`config.mk`:
```
export PLATFORM = sky130hd
export DESIGN_NAME = md5_range_chunk_generator
export DESIGN_NICKNAME = d
export VERILOG_FILES = /design/src/rtl/md5_range_chunk_generator.sv
export SDC_FILE = /design/constraint.sdc
export NUM_CORES = 1
export LEC_CHECK = 0
export ABC_AREA = 0
export CORE_AREA = 2 2 212 214
export CTS_BUF_LIST = sky130_fd_sc_hd__clkbuf_4 sky130_fd_sc_hd__clkbuf_8 sky130_fd_sc_hd__clkbuf_16
export CTS_CLUSTER_SIZE = 10
export DETAILED_ROUTE_END_ITERATION = 8
export DIE_AREA = 0 0 214 216
export GPL_TIMING_DRIVEN = 0
export HOLD_SLACK_MARGIN = 0.08
export PLACE_DENSITY = 0.77
export SLEW_MARGIN = 10
export SYNTH_ARGS = -nofsm -noshare
export SYNTH_HDL_FRONTEND = slang
export SYNTH_SLANG_ARGS = --single-unit
```
`constraint.sdc`:
```
create_clock -name clk -period 9 [get_ports clk]
set_input_delay 1.8 -clock clk [delete_from_list [all_inputs] [get_ports clk]]
set_output_delay 1.8 -clock clk [all_outputs]
set_load 0.01 [all_outputs]
```
`src/rtl/md5_range_chunk_generator.sv`:
```
// ============================================================================
// md5_range_chunk_generator
// Enumerates every string over the byte range [min, max] in order of
// increasing length and emits one padded 512-bit MD5 block per clock.
// Optional build macro: GEN_WRAP_EN (restart enumeration on exhaustion).
// Rev 1.0
// ============================================================================
`default_nettype none

module md5_range_chunk_generator #(
    parameter int START_LEN = 1,
    parameter int MAX_LEN   = 8
) (
    input  logic         clk,
    input  logic         reset2,
    input  logic [7:0]   min,
    input  logic [7:0]   max,
    input  logic         run,
    output logic [511:0] chunk,
    output logic         valid,
    output logic [4:0]   len,
    output logic         done,
    output logic         range_err
);

    localparam logic [4:0] c_START_LEN = 5'(START_LEN);
    localparam logic [4:0] c_MAX_LEN   = 5'(MAX_LEN);

    typedef enum logic [2:0] {
        S_RESET = 3'd0,
        S_LOAD  = 3'd1,
        S_RUN   = 3'd2,
        S_DONE  = 3'd3,
        S_ERR   = 3'd4
    } state_t;

    state_t                   r_state;
    logic [7:0]               r_lo;
    logic [7:0]               r_hi;
    logic [8*MAX_LEN-1:0]     r_digits;

    logic [8*MAX_LEN-1:0]     w_inc_digits;
    logic [8*MAX_LEN-1:0]     w_all_lo;
    logic [8*MAX_LEN-1:0]     w_all_min;
    logic                     w_carry;

    assign w_all_lo  = {MAX_LEN{r_lo}};
    assign w_all_min = {MAX_LEN{min}};

    // Pads the active digits into a full MD5 block: data, 0x80, zeros, bit length.
    function automatic logic [511:0] build_chunk(
        input logic [8*MAX_LEN-1:0] d,
        input logic [4:0]           l
    );
        logic [511:0] b;
        b = '0;
        for (int i = 0; i < MAX_LEN; i++) begin
            if (5'(i) < l) begin
                b[8*i +: 8] = d[8*i +: 8];
            end
        end
        b[{l, 3'b000} +: 8] = 8'h80;
        b[511:448]          = {56'd0, l, 3'b000};
        return b;
    endfunction

    // Odometer increment over the active digits; w_carry set means the
    // carry left digit L-1 and this length is exhausted.
    always_comb begin
        w_inc_digits = r_digits;
        w_carry      = 1'b1;
        for (int i = 0; i < MAX_LEN; i++) begin
            if (5'(i) < len && w_carry) begin
                if (r_digits[8*i +: 8] == r_hi) begin
                    w_inc_digits[8*i +: 8] = r_lo;
                end else begin
                    w_inc_digits[8*i +: 8] = r_digits[8*i +: 8] + 8'd1;
                    w_carry                = 1'b0;
                end
            end
        end
    end

    always_ff @(posedge clk or posedge reset2) begin
        if (reset2) begin
            r_state   <= S_RESET;
            r_lo      <= 8'd0;
            r_hi      <= 8'd0;
            r_digits  <= '0;
            chunk     <= '0;
            valid     <= 1'b0;
            len       <= 5'd0;
            done      <= 1'b0;
            range_err <= 1'b0;
        end else begin
            case (r_state)
                // The first edge after release performs the load, so the
                // first candidate appears without an extra idle cycle.
                S_RESET, S_LOAD: begin
                    r_lo <= min;
                    r_hi <= max;
                    if (min > max) begin
                        range_err <= 1'b1;
                        valid     <= 1'b0;
                        r_state   <= S_ERR;
                    end else begin
                        r_digits <= w_all_min;
                        len      <= c_START_LEN;
                        chunk    <= build_chunk(w_all_min, c_START_LEN);
                        valid    <= 1'b1;
                        r_state  <= S_RUN;
                    end
                end

                S_RUN: begin
                    done <= 1'b0;
                    if (run) begin
                        if (!w_carry) begin
                            r_digits <= w_inc_digits;
                            chunk    <= build_chunk(w_inc_digits, len);
                        end else if (len < c_MAX_LEN) begin
                            r_digits <= w_all_lo;
                            len      <= len + 5'd1;
                            chunk    <= build_chunk(w_all_lo, len + 5'd1);
                        end else begin
`ifdef GEN_WRAP_EN
                            r_digits <= w_all_lo;
                            len      <= c_START_LEN;
                            chunk    <= build_chunk(w_all_lo, c_START_LEN);
                            done     <= 1'b1;
`else
                            done    <= 1'b1;
                            valid   <= 1'b0;
                            r_state <= S_DONE;
`endif
                        end
                    end
                end

                default: begin
                    r_state <= r_state;
                end
            endcase
        end
    end

endmodule

`default_nettype wire

```
[Word-level counts from Yosys, hierarchy flattened]
Index checks and enable logic that the tools add are counted.
Storage, ports and cells
  flip-flop bits (word level): 603
  latch bits: 0
  memory bits (writable): 0
  ROM bits: 0
  bits of input ports: 19
  output and inout port bits: 520
  logic and storage cells: 206
  memories kept: 0
Cells by class
  add/sub/neg operators: 11
  multiply operators: 0
  div/mod/pow operators: 0
  order comparisons: 18
  eq/ne operators: 16
  shifts and indexed selects: 4
  mux-type cells: 134
  bitwise logic cells: 0
  reduce and logical (&&, ||, !) cells: 14
Operator list (count)
  $mux W512: 4
  $bwmux W512: 2
  $pmux W512 S2: 1
  $shift A8 B10 Y512 const A: 2
  $shiftx A8 B10 Y512 const A: 2
  $mux W8: 88
  $mux W64: 4
  $pmux W64 S2: 1
  $add A8 B1 Y8 const B: 8
  $eq A8 B8 Y1: 8
  $lt A3 B5 Y1 const A: 8
  $mux W1: 23
  $lt A1 B5 Y1 const A: 4
  $lt A2 B5 Y1 const A: 4
  $mux W5: 4
  $neg A8 Y10: 2
  $mux W3: 4
  $ne A2 B2 Y1 const B: 5
  $pmux W5 S2: 1
  $gt A8 B8 Y1: 1
  $reduce_and A4 Y1: 2
  $logic_and A1 B1 Y1: 7
  $pmux W3 S2: 1
  $add A5 B1 Y5 const B: 1
  other kinds (10): 10

[Logic depth before layout (Yosys ltp)]
  depth after elaboration: 25
  depth in mapped cells: 13

[Least setup slack after synthesis]
No wires, ideal clock.
  kind: input to register
  start point: in max[1]
  end point: reg chunk[0]
  library setup time: 0.137 ns
  data arrival time: 3.850 ns
  data required time: 8.863 ns
  setup slack: 5.013 ns
  cell stages on the path: 13
  buffers on the path: 3
  cells stage by stage: inv_1 > ha_1 > nor2b_1 > o211ai_1 > a21oi_1 > o22ai_1 > a21o_1 > buf_1 > nand2_1 > buf_4 > buf_2 > a221oi_1 > a21oi_1
Between the ends
  cells in the longest elaborated chain, start to end: 3
RTL lines
  from (decl): line 17  | input logic [7:0] max,
  $gt A8 B8 Y1: line 102  | if (min > max) begin
  $ne A2 B2 Y1 (no line)
  $reduce_and A4 Y1 (no line)
  to (signal assigned): line 109  | chunk <= build_chunk(w_all_min, c_START_LEN);
  to (signal assigned): line 120  | chunk <= build_chunk(w_inc_digits, len);
  to (signal assigned): line 124  | chunk <= build_chunk(w_all_lo, len + 5'd1);
  to (decl): line 19  | output logic [511:0] chunk,
No other way between the ends.
A chain may end at the register's enable or synchronous reset.

[Worst setup path after layout]
  start point: in min[1]
  end point: reg r_digits[63]
Between the ends
  cells in the longest elaborated chain, start to end: 3
RTL lines
  from (decl): line 16  | input logic [7:0] min,
  $gt A8 B8 Y1: line 102
  $ne A2 B2 Y1 (no line)
  $reduce_and A4 Y1 (no line)
  to (signal assigned): line 107  | r_digits <= w_all_min;
  to (signal assigned): line 119  | r_digits <= w_inc_digits;
  to (signal assigned): line 122  | r_digits <= w_all_lo;
  to (decl): line 40  | logic [8*MAX_LEN-1:0] r_digits;
No other way between the ends.

==> results.json <==
{
  "wire_per_inst_um": 23.5,
  "cts_resized": 0,
  "place_area_um2": 20200,
  "synth-warning-count": 0,
  "cts_hold_buf": 0,
  "hold_viol_final": 0,
  "finalNonFillerCells": 3191,
  "ir_drop_mv": 0.112,
  "drt_iter0_drc": 1744,
  "p_per_area_nw_per_um2": 104,
  "die_area_um2": 46200,
  "drc": 0,
  "fin_crit_sh": 0.692,
  "synth_area_per_cell_um2": 8.13,
  "crit_type": "in -> reg",
  "std_cell_rows": 77,
  "clkLatencyLatePin_ns": 0.56,
  "path_max_fanout": 10,
  "ys_seq_area_frac": 0.317,
  "r2r-end": "r_digits[63]",
  "cts_setup_buffers": 0,
  "clk_path_buf_depth": 3,
  "cts.clk_slew.worst_paths_ns": 0.06,
  "timing.fmax_mhz": 161,
  "grt-busiest-layer": "met2",
  "final_area_um2": 20900,
  "worstSetupStartpoint": "min[1]",
  "min_path_cells": 2,
  "port_buffers": 143,
  "dp.cells": 3153,
  "dpl_worst_slack_ns": 2.61,
  "finalMaxSlewViolations": 0,
  "num-nets-final": 2630,
  "synthCells": 2021,
  "finalSetupViolCount": 0,
  "synth_most_common_cell": "buf_4",
  "grt_util_met2": 0.494,
  "start_util": 0.375,
  "grt_pass1_vias": 15931,
  "netlist_area_um2": 16400,
  "antenna_found_initial": 0,
  "synth_area_leader_cell": "dfrtp_1",
  "synthTopCellsByCount": "buf_4 (401), nand2_1 (218), dfrtp_1 (208), nor2_1 (152), a21oi_1 (105)",
  "crit_end": "r_digits[63]",
  "path_cells": "clkdlybuf4s50_1, ha_1, nor2b_1, o211ai_1, a21oi_1, o22ai_1, a21oi_1, nor2_1, clkbuf_1, o21ai_0, o211ai_1",
  "drive_gt1_frac": 0.202,
  "period_needed_ns": 6.23,
  "ys_seq_elements": 208,
  "io_pins": 539,
  "timing.slew.headroom": 0.0420,
  "wirelength_um": 75100,
  "cts.root.buffer_cell": "clkbuf_16",
  "hp-class": "reg -> reg",
  "num_vias": 16806,
  "async_flop_share": 1.00,
  "final_antenna_net_count": 0,
  "setup_ws_ns": 2.77,
  "grt_start_max_net_pins": 97,
  "syn_to_final_growth_pct": 27.3,
  "required_ns": 9.45,
  "gp_congestion": 1.06,
  "synth_flop_cell": "dfrtp_1",
  "ys_types": 81,
  "cp-end-kind": "flop",
  "clkSinkCount": 208,
  "first_pass_iters": 6,
  "synth_edf_count": 0,
  "p_leak_nw": 10.1,
  "viasPerCell": 5.27,
  "coreArea_um2": 43800,
  "total_power_w": 0.00217,
  "crit_family": "compound AO/OA/AOI/OAI gates",
  "startpoint_type": "input port",
  "tritoncts": "done",
  "htree_levels": 1,
  "grt_pass1_wl_um": 108000,
  "met3_usage": 0.0669,
  "max_stage_delay_ns": 0.84,
  "track_usage": 0.314,
  "place_hpwl_um": 56700,
  "rr_worst_depth": 10,
  "status": "finished, final reports clean",
  "yosys-top-cells-area": "dfrtp_1 (32%), buf_4 (18%), nand2_1 (5.0%)",
  "fillers": 4282,
  "synth_top_area_frac": 0.317,
  "reg2reg_slack_ns": 3.62,
  "grt.overflow.total": 0,
  "rsz0062_at_grt": "no",
  "fin_skew_ns": 0.0160,
  "tightest_slew_ns": 1.43,
  "die_w_um": 214,
  "cts_buffers": 26,
  "drv_cap": 0,
  "rr_startpoint": "r_hi[3]",
  "worst-path-stages": 11,
  "slowest_stage": "clkbuf_1",
  "n_antenna_cell": 0,
  "critical_path_buf_inv_count": 2,
  "grtUsageMet1": 0.396,
  "die_h_um": 216,
  "cp.arrival_ns": 6.68
}
-- flip-flops by register name (all words and copies together) (netlist names) --
register and flops:
r_lo 8, done 1, len 5, r_digits 64, range_err 1, chunk 117
r_state 3, valid 1, r_hi 8
-- power breakdown --
group	internal [W]	switching, W
Sequential	0.000936	0.000000311
Clock	0.000548	0.000423
Combinational	0.000126	0.000138
Total	0.00161	0.000562
-- metrics by stage --
stage          setup TNS, ns  utilization  hold WS (ns)
3_3_place_gp         -309.91        0.458         0.460
6_report                   0        0.477         0.471
5_1_grt                    0        0.477         0.501
4_1_cts                    0        0.477         0.481
3_5_place_dp               0        0.460         0.468
2_1_floorplan              0            -         0.465
-- worst min-delay path by stage --
stage               start    endpoint  slack (ns)
4_1_cts        chunk[143]  chunk[143]        0.48
3_5_place_dp     chunk[6]    chunk[6]        0.47
6_report         chunk[6]    chunk[6]        0.47
2_1_floorplan  r_state[0]  r_state[0]        0.46
5_1_grt         range_err   range_err        0.50
3_3_place_gp     chunk[6]    chunk[6]        0.46
-- cell type report --
class / instances / area (µm²) / share of cell area
Clock buffer: 33 / 709 / 0.0339
Multi-Input combinational cell: 1655 / 9060 / 0.433
Tap cell: 592 / 741 / 0.0354
Inverter: 24 / 97.6 / 0.00466
Clock inverter: 5 / 38.8 / 0.00185
Timing Repair Buffer: 146 / 1490 / 0.0714
Sequential cell: 208 / 5200 / 0.249
Buffer: 528 / 3570 / 0.171
-- metal layers --
metal	vias to the layer above	part of all wire	wire, µm
li1	7454	-	-
met1	8053	0.38	28900
met2	1056	0.45	33700
met3	243	0.10	7530
met4	0	0.066	4980
met5	-	0	0
-- logic make-up after synthesis --
| family | share of synthesized area |
|---|---|
| flops | 0.317 |
| simple gates | 0.180 |
| xor+xnor | 0.0448 |
| fa+ha+maj | 0.0168 |
| mux | 0.0137 |
| other cells | 0.000228 |
| buf+inv | 0.223 |
| compound gates | 0.205 |
-- worst reg2reg max path, delay by kind of cell (launching register included) --
| kind | cells | cell delay (ns) |
|---|---|---|
| buffers and inverters | 2 | 0.99 |
| and+or+nand+nor | 3 | 1.32 |
| AOI/OAI and AO/OA | 4 | 2.43 |
| xor gates and xnor gates | 1 | 0.15 |
| DFF | 1 | 0.32 |
-- cell usage in the layout (no fill, tap or decap), types with 23 or more instances in the layout --
| cell | Yosys | routed |
|---|---|---|
| buf_4 | 401 | 402 |
| conb_1 | 1 | 395 |
| nand2_1 | 218 | 218 |
| dfrtp_1 | 208 | 208 |
| nor2_1 | 152 | 151 |
| clkdlybuf4s50_1 | 0 | 143 |
| a21oi_1 | 105 | 105 |
| o21ai_0 | 97 | 97 |
| clkbuf_1 | 80 | 80 |
| a31oi_1 | 62 | 61 |
| nand3_1 | 59 | 59 |
| xor2_1 | 56 | 56 |
| and3_1 | 49 | 49 |
| nor3_1 | 45 | 44 |
| buf_2 | 33 | 33 |
| xnor2_1 | 28 | 28 |
| and2_1 | 28 | 28 |
| o22ai_1 | 27 | 27 |
| clkbuf_16 | 0 | 26 |
| inv_1 | 24 | 23 |
Note: power is estimated with default switching activity, not from simulation.
